### src/rtl/sdrdrum_pkg.sv
// Shared definitions for the strike detector: event field layout,
// detector state encoding and drop counter width.
package sdrdrum_pkg;

  localparam int DROP_COUNT_WIDTH = 8;
  localparam int DUR_LSB          = 0;

  typedef enum logic [1:0] {
    ST_IDLE    = 2'd0,
    ST_ATTACK  = 2'd1,
    ST_HOLDOFF = 2'd2
  } det_state_e;

  // Peak sits directly above the duration field.
  function automatic int peak_lsb(input int dur_width);
    return dur_width;
  endfunction

endpackage

### src/rtl/strike_detector_if.sv
// AXI-Stream event channel carrying {peak, duration} strike records.
interface strike_axis_if #(
  parameter int DATA_WIDTH = 32
);
  logic [DATA_WIDTH-1:0] tdata;
  logic                  tvalid;
  logic                  tready;

  modport master (output tdata, output tvalid, input tready);
  modport slave  (input tdata, input tvalid, output tready);
endinterface

### src/rtl/strike_event_fifo.sv
// Two-entry event buffer; a write into a full buffer succeeds only when
// the head is being read in the same cycle.
module strike_event_fifo #(
  parameter int WIDTH = 32
) (
  input  logic             clk,
  input  logic             rst,
  input  logic             wr_valid,
  input  logic [WIDTH-1:0] wr_data,
  output logic             wr_ready,
  output logic             rd_valid,
  output logic [WIDTH-1:0] rd_data,
  input  logic             rd_ready
);

  logic [WIDTH-1:0] mem_q [2];
  logic [WIDTH-1:0] mem_d [2];
  logic             wptr_q, wptr_d;
  logic             rptr_q, rptr_d;
  logic [1:0]       count_q, count_d;
  logic             rd_fire, wr_fire;

  assign rd_valid = (count_q != 2'd0);
  assign rd_data  = mem_q[rptr_q];

  always_comb begin
    mem_d    = mem_q;
    wptr_d   = wptr_q;
    rptr_d   = rptr_q;
    count_d  = count_q;
    rd_fire  = rd_valid && rd_ready;
    wr_ready = (count_q != 2'd2) || rd_fire;
    wr_fire  = wr_valid && wr_ready;

    // When full, wptr == rptr: the slot being overwritten is the one read out now.
    if (wr_fire) begin
      mem_d[wptr_q] = wr_data;
      wptr_d        = ~wptr_q;
    end
    if (rd_fire) begin
      rptr_d = ~rptr_q;
    end

    case ({wr_fire, rd_fire})
      2'b10:   count_d = count_q + 2'd1;
      2'b01:   count_d = count_q - 2'd1;
      default: count_d = count_q;
    endcase
  end

  always_ff @(posedge clk or posedge rst) begin
    if (rst) begin
      mem_q[0] <= '0;
      mem_q[1] <= '0;
      wptr_q   <= 1'b0;
      rptr_q   <= 1'b0;
      count_q  <= 2'd0;
    end else begin
      mem_q[0] <= mem_d[0];
      mem_q[1] <= mem_d[1];
      wptr_q   <= wptr_d;
      rptr_q   <= rptr_d;
      count_q  <= count_d;
    end
  end

endmodule

### src/rtl/strike_detector.sv
// Per-channel strike detector: threshold hysteresis, peak/duration tracking,
// re-trigger holdoff, and buffered AXI-Stream event output.
module strike_detector
  import sdrdrum_pkg::*;
#(
  parameter int MAG_WIDTH     = 24,
  parameter int DUR_WIDTH     = 8,
  parameter int HOLDOFF_WIDTH = 16
) (
  input  logic                        aclk,
  input  logic                        areset,
  input  logic [MAG_WIDTH-1:0]        cfg_threshold_on,
  input  logic [MAG_WIDTH-1:0]        cfg_threshold_off,
  input  logic [HOLDOFF_WIDTH-1:0]    cfg_holdoff,
  input  logic [MAG_WIDTH-1:0]        magnitude_tdata,
  input  logic                        magnitude_tvalid,
  strike_axis_if.master               m_axis,
  output logic [DROP_COUNT_WIDTH-1:0] drop_count,
  output logic                        busy
);

  localparam int EVT_WIDTH = MAG_WIDTH + DUR_WIDTH;
  localparam int PEAK_LSB  = peak_lsb(DUR_WIDTH);

  det_state_e                  state_q, state_d;
  logic [MAG_WIDTH-1:0]        peak_q, peak_d;
  logic [DUR_WIDTH-1:0]        dur_q, dur_d;
  logic [HOLDOFF_WIDTH-1:0]    hcnt_q, hcnt_d;
  logic [DROP_COUNT_WIDTH-1:0] drop_q, drop_d;
  logic                        busy_q, busy_d;

  logic                        emit_valid;
  logic [EVT_WIDTH-1:0]        emit_data;
  logic                        emit_ready;

  always_comb begin
    state_d    = state_q;
    peak_d     = peak_q;
    dur_d      = dur_q;
    hcnt_d     = hcnt_q;
    emit_valid = 1'b0;
    emit_data  = '0;
    emit_data[DUR_LSB  +: DUR_WIDTH] = dur_q;
    emit_data[PEAK_LSB +: MAG_WIDTH] = peak_q;

    if (magnitude_tvalid) begin
      case (state_q)
        ST_IDLE: begin
          if (magnitude_tdata >= cfg_threshold_on) begin
            state_d = ST_ATTACK;
            peak_d  = magnitude_tdata;
            dur_d   = DUR_WIDTH'(1);
          end
        end
        ST_ATTACK: begin
          // The terminating sample contributes to neither peak nor duration.
          if (magnitude_tdata < cfg_threshold_off) begin
            emit_valid = 1'b1;
            if (cfg_holdoff == '0) begin
              state_d = ST_IDLE;
            end else begin
              state_d = ST_HOLDOFF;
              hcnt_d  = cfg_holdoff;
            end
          end else begin
            if (magnitude_tdata > peak_q) peak_d = magnitude_tdata;
            if (dur_q != '1) dur_d = dur_q + DUR_WIDTH'(1);
          end
        end
        ST_HOLDOFF: begin
          if (hcnt_q <= HOLDOFF_WIDTH'(1)) begin
            hcnt_d  = '0;
            state_d = ST_IDLE;
          end else begin
            hcnt_d = hcnt_q - HOLDOFF_WIDTH'(1);
          end
        end
        default: state_d = ST_IDLE;
      endcase
    end

    busy_d = (state_d != ST_IDLE);
  end

  always_comb begin
    drop_d = drop_q;
    if (emit_valid && !emit_ready && drop_q != '1) begin
      drop_d = drop_q + DROP_COUNT_WIDTH'(1);
    end
  end

  always_ff @(posedge aclk or posedge areset) begin
    if (areset) begin
      state_q <= ST_IDLE;
      peak_q  <= '0;
      dur_q   <= '0;
      hcnt_q  <= '0;
      drop_q  <= '0;
      busy_q  <= 1'b0;
    end else begin
      state_q <= state_d;
      peak_q  <= peak_d;
      dur_q   <= dur_d;
      hcnt_q  <= hcnt_d;
      drop_q  <= drop_d;
      busy_q  <= busy_d;
    end
  end

  strike_event_fifo #(
    .WIDTH(EVT_WIDTH)
  ) u_fifo (
    .clk      (aclk),
    .rst      (areset),
    .wr_valid (emit_valid),
    .wr_data  (emit_data),
    .wr_ready (emit_ready),
    .rd_valid (m_axis.tvalid),
    .rd_data  (m_axis.tdata),
    .rd_ready (m_axis.tready)
  );

  assign drop_count = drop_q;
  assign busy       = busy_q;

endmodule

### src/flat_wrapper.sv
// flat-port wrapper written by rule: the top's interface ports become plain ports
module strike_detector_flat import sdrdrum_pkg::*;
#(
  parameter int MAG_WIDTH     = 24,
  parameter int DUR_WIDTH     = 8,
  parameter int HOLDOFF_WIDTH = 16
)
  (aclk, areset, cfg_threshold_on, cfg_threshold_off, cfg_holdoff, magnitude_tdata, magnitude_tvalid, drop_count, busy, m_axis_tdata, m_axis_tvalid, m_axis_tready);
  strike_axis_if #(.DATA_WIDTH(32)) m_axis_i ();
  input  logic aclk;
  input  logic areset;
  input  logic [MAG_WIDTH-1:0] cfg_threshold_on;
  input  logic [MAG_WIDTH-1:0] cfg_threshold_off;
  input  logic [HOLDOFF_WIDTH-1:0] cfg_holdoff;
  input  logic [MAG_WIDTH-1:0] magnitude_tdata;
  input  logic magnitude_tvalid;
  output logic [DROP_COUNT_WIDTH-1:0] drop_count;
  output logic busy;
  output wire logic [$bits(m_axis_i.tdata)-1:0] m_axis_tdata;
  output wire logic [$bits(m_axis_i.tvalid)-1:0] m_axis_tvalid;
  input wire logic [$bits(m_axis_i.tready)-1:0] m_axis_tready;
  assign m_axis_tdata = m_axis_i.tdata;
  assign m_axis_tvalid = m_axis_i.tvalid;
  assign m_axis_i.tready = m_axis_tready;
  strike_detector #(.MAG_WIDTH(MAG_WIDTH), .DUR_WIDTH(DUR_WIDTH), .HOLDOFF_WIDTH(HOLDOFF_WIDTH)) u_core (.aclk(aclk), .areset(areset), .cfg_threshold_on(cfg_threshold_on), .cfg_threshold_off(cfg_threshold_off), .cfg_holdoff(cfg_holdoff), .magnitude_tdata(magnitude_tdata), .magnitude_tvalid(magnitude_tvalid), .m_axis(m_axis_i), .drop_count(drop_count), .busy(busy));
endmodule
### config.mk
export PLATFORM = sky130hd
export DESIGN_NAME = strike_detector_flat
export DESIGN_NICKNAME = d
export VERILOG_FILES = /design/src/rtl/sdrdrum_pkg.sv /design/src/rtl/strike_detector_if.sv /design/src/rtl/strike_event_fifo.sv /design/src/rtl/strike_detector.sv /design/src/flat_wrapper.sv
export SDC_FILE = /design/constraint.sdc
export NUM_CORES = 1
export LEC_CHECK = 0
export CELL_PAD_IN_SITES_DETAIL_PLACEMENT = 0
export CELL_PAD_IN_SITES_GLOBAL_PLACEMENT = 1
export CORE_ASPECT_RATIO = 0.7
export CORE_MARGIN = 8
export CORE_UTILIZATION = 43
export CTS_CLUSTER_DIAMETER = 80
export DETAILED_ROUTE_END_ITERATION = 12
export GPL_TIMING_DRIVEN = 0
export PLACE_DENSITY = 0.86
export SKIP_CTS_REPAIR_TIMING = 1
export SLEW_MARGIN = 30
export SYNTH_ARGS = -nofsm -noshare
export SYNTH_HDL_FRONTEND = slang
export SYNTH_HIERARCHICAL = 1
export SYNTH_SLANG_ARGS = --single-unit
### constraint.sdc
create_clock -name aclk -period 3.3 [get_ports aclk]
set_input_delay 0.825 -clock aclk [delete_from_list [all_inputs] [get_ports aclk]]
set_output_delay 0.825 -clock aclk [all_outputs]
set_load 0.01 [all_outputs]
; After elaboration in Yosys (flattened, before gate mapping)
; Index checks and enable logic that the tools add are counted.
[op_classes]
n_div = 0
n_mul = 0
n_mux = 28
bitwise_logic = 4
add_sub_neg = 5
n_shift = 0
magnitude_cmp = 7
reduce_logical = 17
eq_ne = 13
[op_table]
columns = operator, count
row1 = $mux W32, 4
row2 = $mux W24, 3
row3 = $bwmux W64, 1
row4 = $mux W16, 3
row5 = $pmux W24 S2, 1
row6 = $demux W32 S1, 1
row7 = $pmux W16 S2, 1
row8 = $ge A24 B24 Y1, 1
row9 = $gt A24 B24 Y1, 1
row10 = $lt A24 B24 Y1, 1
row11 = $mux W8, 3
row12 = $add A8 B1 Y8 const B, 2
row13 = $le A16 B1 Y1 const B, 1
row14 = $logic_not A16 Y1, 1
row15 = $ne A8 B8 Y1 const B, 2
row16 = $pmux W8 S2, 1
row17 = $sub A16 B1 Y16 const B, 1
row18 = $mux W2, 5
row19 = $reduce_and A5 Y1, 2
row20 = $reduce_bool A2 Y1, 5
row21 = $ne A2 B1 Y1 const B, 4
row22 = $ne A2 B2 Y1 const B, 3
row23 = $pmux W2 S3, 1
row24 = $logic_and A1 B1 Y1, 5
row25 = 14 further kinds, 21
[totals]
input_bits = 92
reg_bits = 127
rom_bits = 0
mem_bits_rw = 0
latchBits = 0
elab_cells = 85
mem_count = 0
out_inout_bits = 42

; Longest topological paths before layout
; Gate-level depths: netlist (run 1).
[depth]
depth_word = 7
depth_mapped = 14
ltp_nobuf = 13

; Hierarchy
; Netlist (run 1), hierarchy kept.
[by_module_without_submodules]
columns = mod, area_per_inst_um2, n_inst, cells_each
row1 = strike_detector, 4830.9, 1, 524
row2 = strike_event_fifo, 3276.9, 1, 190

; Worst setup path after synthesis (run 1)
; OpenSTA, ideal clock, no wires.
[synth_timing]
path_type = input port to flip-flop
start = input port cfg_threshold_off[11]
end = register u_core/u_fifo/mem_q[32] (netlist bit)
stages = 13
required_ns = 3.175
n_path_buf = 3
t_arrival_ns = 3.098
slack_ns = 0.077
setup_ns = 0.125
cell_sequence = inv_1 ha_1 a21oi_1 o21ai_1 a2111oi_0 o21ai_1 a21oi_2 buf_2 and2_1 and3b_1 buf_6 buf_12 mux2_4
[synth_between]
elab_chain_len = 5
[synth_rtl]
columns = item, line
row1 = "start, declared", flat_wrapper.sv:13  ; input logic [MAG_WIDTH-1:0] cfg_threshold_off;
row2 = $lt A24 B24 Y1, strike_detector.sv:57  ; if (magnitude_tdata < cfg_threshold_off) begin
row3 = $mux W1, strike_detector.sv:57
row4 = $mux W1, strike_detector.sv:47  ; case (state_q)
row5 = $mux W1, strike_detector.sv:46  ; if (magnitude_tvalid) begin
row6 = named net u_core.emit_valid, strike_detector.sv:32  ; logic emit_valid;
row7 = $logic_and A1 B1 Y1, strike_event_fifo.sv:33  ; wr_fire = wr_valid && wr_ready;
row8 = "end, declared", strike_event_fifo.sv:16  ; logic [WIDTH-1:0] mem_q [2];
; The timed path passes the listed nets, and every way through them passes these cells.
; A chain may end at the register's enable or synchronous reset.

; Final worst setup path (run 1)
[layout_timing]
start = input port cfg_threshold_on[21]
end = register u_core.peak_q[4]
[layout_between]
elab_chain_len = 3
[layout_rtl]
columns = item, line
row1 = "start, declared", flat_wrapper.sv:12  ; input logic [MAG_WIDTH-1:0] cfg_threshold_on;
row2 = $ge A24 B24 Y1, strike_detector.sv:49  ; if (magnitude_tdata >= cfg_threshold_on) begin
row3 = $ne A2 B1 Y1 (no source line), --
row4 = $reduce_and A5 Y1 (no source line), --
row5 = "end signal, assigned", strike_detector.sv:102  ; peak_q <= peak_d;
row6 = "end, declared", strike_detector.sv:26  ; logic [MAG_WIDTH-1:0] peak_q, peak_d;
; No other way between the ends.

==> results of run 1 <==
==> cells by family (layout without fill, tap and decap cells) <==
| logic type | Yosys count | count (layout) | share of synthesized area, % |
|---|---|---|---|
| multiplexers | 122 | 122 | 20.6 |
| buffers and inverters | 103 | 294 | 6.76 |
| flip-flops | 127 | 127 | 39.2 |
| AO/OA/AOI/OAI | 116 | 116 | 9.72 |
| AND/OR/NAND/NOR | 153 | 153 | 10.1 |
| adder cells (fa/ha/maj) | 76 | 76 | 11.7 |
| XOR/XNOR | 17 | 17 | 1.84 |
==> how the worst max path moves through the flow <==
stage | slack, ns | endpoint | depth (start not counted)
2_1_floorplan | 0.08 | u_core/u_fifo/mem_q[32]$_DFFE_PP0P_ | 13
3_3_place_gp | -1.19 | u_core/u_fifo/mem_q[1]$_DFFE_PP0P_ | 13
3_5_place_dp | -1.14 | u_core/u_fifo/mem_q[6]$_DFFE_PP0P_ | 13
4_1_cts | -0.73 | u_core/u_fifo/mem_q[3]$_DFFE_PP0P_ | 13
5_1_grt | -0.1 | u_core/peak_q[19]$_DFFE_PP0P_ | 12
6_report | -0.03 | u_core/peak_q[4]$_DFFE_PP0P_ | 12
==> sequential cells by signal (all words and copies together) (netlist names) <==
name,cells
u_core/peak_q,24
u_core/dur_q,8
u_core/busy,1
u_core/u_fifo/rptr_q,1
u_core/state_q,2
u_core/u_fifo/count_q,2
u_core/hcnt_q,16
u_core/u_fifo/mem_q,64
u_core/drop_count,8
u_core/u_fifo/wptr_q,1
==> area by class of cell <==
class	instances	area [um^2]
plain buffers	24	274
clock buffers	17	425
clock inverters	15	154
fillers	1466	7540
inverters	79	302
multi-input cells	484	4760
flip-flops and latches	127	3180
well taps	242	303
repair buffers	159	1780
==> routing by layer <==
| layer | GRT usage (%) | up-vias | wire length [um] |
|---|---|---|---|
| li1 | - | 2933 | - |
| met1 | 25.6 | 3027 | 11000 |
| met2 | 27.4 | 176 | 9570 |
| met3 | 5.30 | 13 | 1270 |
| met4 | 3.78 | 2 | 132 |
| met5 | 0 | - | 12 |
==> per-stage QoR <==
stage	hold WS (ns)	power, mW
finish	0.476	8.19
global route	0.512	8.71
CTS	0.480	8.04
detailed placement	0.468	6.15
global placement	0.467	6.06
floorplan	0.448	4.91
==> synthesized netlist by cell type (7+ instances only) <==
master	instances
ha_1	76
nor2_1	28
nand2_1	28
a21o_1	8
xnor2_1	13
o21ai_1	7
and3_1	9
nor3_1	13
a21oi_1	35
o21ai_0	14
mux2_4	80
inv_1	79
clkbuf_1	8
buf_12	8
nand3_1	15
nor4_1	7
nand4_1	17
dfrtp_1	127
o211ai_1	8
mux2_2	41
==> critical path: stages <==
cell and delay (ns):
clkdlybuf4s50_1 0.46, inv_1 0.04, ha_1 0.30, a21o_1 0.17
a21o_1 0.19, a21oi_1 0.22, o21ai_2 0.14, o311a_1 0.32
buf_6 0.12, o22ai_4 0.32, clkbuf_16 0.24, mux2_4 0.29
==> power breakdown <==
| group | total (mW) | switching (mW) | internal [mW] | leakage (nW) |
|---|---|---|---|---|
| clock network | 1.84 | 0.777 | 1.06 | 0.280 |
| logic | 3.65 | 1.52 | 2.13 | 3.57 |
| registers | 2.70 | 0.518 | 2.19 | 1.59 |
| total | 8.19 | 2.81 | 5.38 | 5.45 |
==> impl_metrics.json, run 1 <==
{
  "rows": 42,
  "setup_slack_ns": -0.0254,
  "placed_cells": 1091,
  "antenna_found_initial": 1,
  "postPlaceCellArea_um2": 9790,
  "drv_cap": 0,
  "place_ws_ns": -1.14,
  "stdcell_area_um2": 11200,
  "p_leak_nw": 5.45,
  "nets": 1060,
  "outcome": "complete, but fails checks",
  "finalHoldViolations": 0,
  "wl_per_cell_um": 19.2,
  "rr_worst_depth": 10,
  "worstHoldStart": "u_core/u_fifo/count_q[1]$_DFFE_PP0P_",
  "drc": 0,
  "ys_types": 64,
  "end_kind": "flop",
  "portBuffers": 133,
  "final_cell_mix": "dfrtp_1 (127), clkdlybuf4s50_1 (94), mux2_4 (80)",
  "timing.final.crit_period_ns": 3.33,
  "ant_nets": 0,
  "synth_top_area_share_pct": 39.2,
  "grt_remaining_overflow": 0,
  "ys.flop_type": "dfrtp_1",
  "clockBufferDepth": 2,
  "crit_fanout": 5,
  "die_y_um": 131,
  "synth_cells": 714,
  "dieWidth_um": 180,
  "fp.dieArea_um2": 23600,
  "worstHoldEndpoint": "u_core/u_fifo/count_q[1]$_DFFE_PP0P_",
  "cts-root-buf": "clkbuf_16",
  "setup_tns_ns": -0.107,
  "hpwlAfterDp_um": 15700,
  "pin_count": 134,
  "crit-reg2reg-launch": "u_core/peak_q[22]$_DFFE_PP0P_",
  "grt_pass1_vias": 6191,
  "min_path_type": "flop to flop",
  "cts_tree": "yes",
  "gp_congestion": 0.843,
  "finClkSkew_ns": 0.0149,
  "via_per_inst": 5.36,
  "power-per-cell-area_nw_per_um2": 733,
  "numCtsBuffers": 17,
  "antenna_cells": 0,
  "drtPass1Iterations": 6,
  "clk_latency_ns": 0.43,
  "drive_gt1_share_pct": 29.0,
  "utilization_pct": 59.7,
  "synth_edf_count": 0,
  "core_um2": 18700,
  "layout.cells.most_common": "dfrtp_1",
  "area_delta_synth_final_pct": 37.8,
  "max_clock_freq_ghz": 0.301,
  "syn_avg_cell_area_um2": 11.4,
  "drt_iter0_drc": 480,
  "peakVddDrop_mv": 0.365,
  "startpoint_type": "primary input",
  "ctsHtreeMaxLevel": 4,
  "arrival_ns": 3.63,
  "synth_warnings": 6,
  "violations": "negative setup slack",
  "cp.required_ns": 3.60,
  "setup_viol": 8,
  "syn-cell-area_um2": 8110,
  "worst_pin_slew_ns": 0.635,
  "vias": 6151,
  "final_cells": 1147,
  "fin_crit_sh_pct": 101,
  "track_usage_pct": 18.2,
  "synth_area_leaders": "dfrtp_1 (39%), mux2_4 (15%), ha_1 (12%), mux2_2 (5.7%), inv_1 (3.7%)",
  "drv_slew": 0,
  "yosysTopAreaCell": "dfrtp_1",
  "hold_depth": 1,
  "synth.net_count": 882,
  "startpoint": "cfg_threshold_on[21]",
  "timing.rr.end": "u_core/peak_q[4]$_DFFE_PP0P_",
  "cts_sinks": 127,
  "ys_ff_latch": 127,
  "critPathKind": "primary input to flop",
  "r2r_slack_ns": 0.41,
  "synthArstFlopShare_pct": 100,
  "ys_seq_area_share_pct": 39.2,
  "initial_core_util_pct": 43.3,
  "grt_pass1_wl_um": 33500,
  "relSlewSlack_pct": 57.5,
  "wl_um": 22000,
  "grt_max_degree": 47,
  "clkTransAtPathRegs_ns": 0.06
}
No activity file was read; power rests on OpenSTA's default activity.
==> run 2, diff against run 1 <==
--- a/config.mk
+++ b/config.mk
@@ -14,4 +14,5 @@
 export DETAILED_ROUTE_END_ITERATION = 12
 export GPL_TIMING_DRIVEN = 0
+export HOLD_SLACK_MARGIN = 0.03
 export PLACE_DENSITY = 0.86
 export SKIP_CTS_REPAIR_TIMING = 1
==> constraint.sdc (replaced) <==
create_clock -name aclk -period 3.3 [get_ports aclk]
set_input_delay 0.33 -clock aclk [delete_from_list [all_inputs] [get_ports aclk]]
set_output_delay 0.33 -clock aclk [all_outputs]
set_load 0.01 [all_outputs]
==> run 2 against run 1 <==
Global-route usage unchanged. Largest cell class unchanged. Non-clock buffer count decreased by 22. Die area is the same. The run now ends clean. Cell count fell by 1.9%. Power fell by 2.3%. Worst setup slack better by 0.13 ns.
==> impl_metrics.json, run 2 (synthesis gave the netlist of run 1 again) <==
{
  "finalHoldViolations": 0,
  "fin_crit_sh_pct": 96.9,
  "drv_slew": 0,
  "peakVddDrop_mv": 0.364,
  "critPathMaxStageDelay_ns": 0.54,
  "final_cells": 1125,
  "startpoint": "cfg_threshold_off[6]",
  "outcome": "completed",
  "cp.required_ns": 3.60,
  "final_cell_mix": "clkdlybuf4s50_1 (131), dfrtp_1 (127), mux2_4 (80)",
  "multiInputGateArea_um2": 4420,
  "crit_slowest_cell": "clkdlybuf4s50_1",
  "grt_remaining_overflow": 0,
  "placed_cells": 1091,
  "critical_path.top_delay_family": "buffers and inverters",
  "ctsHtreeMaxLevel": 4,
  "p_leak_nw": 4.92,
  "utilization_pct": 55.8,
  "end_kind": "flop",
  "largest_registers": "u_core/u_fifo/mem_q x64, u_core/peak_q x24, u_core/hcnt_q x16",
  "largest_reg_flops": 64,
  "path_cells": "clkdlybuf4s50_1 > inv_1 > ha_1 > and3_1 > a2111oi_2 > o21ai_2 > a21oi_4 > buf_4 > and2_2 > and3_4 > buf_6 > buf_12 > mux2_4",
  "relSlewSlack_pct": 53.4,
  "arrival_ns": 3.50,
  "drtPass1Iterations": 7,
  "min_path_type": "primary input to async pin",
  "clockBufferDepth": 2,
  "core_um2": 18700,
  "worst_pin_slew_ns": 0.699,
  "power-per-cell-area_nw_per_um2": 767,
  "crit-reg2reg-launch": "u_core/peak_q[22]$_DFFE_PP0P_",
  "drive_gt1_share_pct": 21.7,
  "dieWidth_um": 180,
  "regMostFlops": "u_core/u_fifo/mem_q",
  "fin_hold_ws_ns": 0.277,
  "die_y_um": 131,
  "rsz0062_at_grt": "false",
  "grt_max_degree": 47,
  "track_usage_pct": 18.2,
  "cts_sinks": 127,
  "setup_viol": 0,
  "drc": 0,
  "hpwlAfterDp_um": 15700,
  "grt_pass1_wl_um": 33500,
  "fp.dieArea_um2": 23600,
  "crit_buf_inv": 5,
  "vias": 6011,
  "cts_tree": "yes",
  "wl_per_cell_um": 18.4,
  "finClkSkew_ns": 0.0116,
  "numCtsBuffers": 17,
  "fillers": 1570,
  "antenna_cells": 0,
  "seq_area_um2": 3180,
  "initial_core_util_pct": 43.3,
  "clk_latency_ns": 0.43,
  "grt_pass1_vias": 6191,
  "nets": 1038,
  "pin_count": 134,
  "wl_um": 20700,
  "rows": 42,
  "timing.final.crit_period_ns": 3.20,
  "via_per_inst": 5.34,
  "antenna_found_initial": 1,
  "power_mw": 8.00,
  "cts-root-buf": "clkbuf_16",
  "gp_congestion": 0.843,
  "crit_fanout": 10,
  "critPathKind": "primary input to flop",
  "drv_cap": 0,
  "portBuffers": 133,
  "drt_iter0_drc": 427,
  "clkTransAtPathRegs_ns": 0.07,
  "layout.cells.most_common": "clkdlybuf4s50_1",
  "ant_nets": 0,
  "max_clock_freq_ghz": 0.313,
  "area_delta_synth_final_pct": 28.7,
  "startpoint_type": "primary input"
}
[run 2: cell types whose count changed in the layout (fill, tap and decap cells not counted), sizes merged]
| cell | previous run | this run |
|---|---|---|
| clkdlybuf4s50 | 94 | 131 |
| buf | 35 | 20 |
| clkbuf | 33 | 25 |
| dlymetal6s2s | 38 | 2 |
[run 2: layout make-up]
type                            count  share of cell area [%]
Multi-Input combinational cell    484                    42.4
Sequential cell                   127                    30.5
Timing Repair Buffer              137                    13.4
Clock buffer                       17                    4.08
Tap cell                          242                    2.90
Inverter                           79                    2.89
Buffer                             24                    2.43
Clock inverter                     15                    1.47
[run 2: worst paths after layout]
kind | end | slack [ns] | cells past startpoint
worst max-delay path | u_core/u_fifo/mem_q[3]$_DFFE_PP0P_ | 0.10 | 13
min in group aclk | u_core/peak_q[17]$_DFFE_PP0P_ | 0.36 | 2
max in group asynchronous | u_core/u_fifo/mem_q[43]$_DFFE_PP0P_ | 2.37 | 3
worst min-delay path | u_core/peak_q[20]$_DFFE_PP0P_ | 0.28 | 2
worst min register to register | u_core/u_fifo/count_q[1]$_DFFE_PP0P_ | 0.48 | 1
worst max register to register | u_core/peak_q[1]$_DFFE_PP0P_ | 0.44 | 10
[run 2: worst reg2reg max path: stages, from the launching register on]
cell     delay, ns
dfrtp_1       0.40
inv_1         0.07
ha_1          0.30
nand4_1       0.13
nor2_1        0.18
and3_1        0.26
nand4_1       0.17
o31a_1        0.37
o22ai_4       0.34
buf_12        0.21
mux2_4        0.31
[run 2: power by group]
| part | switching [mW] | internal, mW | leakage, nW |
|---|---|---|---|
| Sequential | 0.512 | 2.19 | 1.59 |
| Clock | 0.770 | 1.06 | 0.280 |
| Combinational | 1.45 | 2.02 | 3.04 |
[run 2: metal layers]
metal	share of wire, %	wire, um	up-vias	GRT usage (%)
li1	-	-	2897	-
met1	52	10700	2922	25.6
met2	42	8790	177	27.4
met3	5.5	1150	13	5.30
met4	0.53	109	2	3.78
met5	0.058	12	-	0
[run 2: through the flow]
stage | area (um^2) | TNS, ns | worst slack, ns
6_report | 10400 | 0 | 0.103
3_3_place_gp | 9740 | -53.62 | -0.695
2_1_floorplan | 8110 | 0 | 0.572
3_5_place_dp | 9790 | -48.35 | -0.650
4_1_cts | 10400 | -13.37 | -0.237
5_1_grt | 10400 | 0 | 0.0239
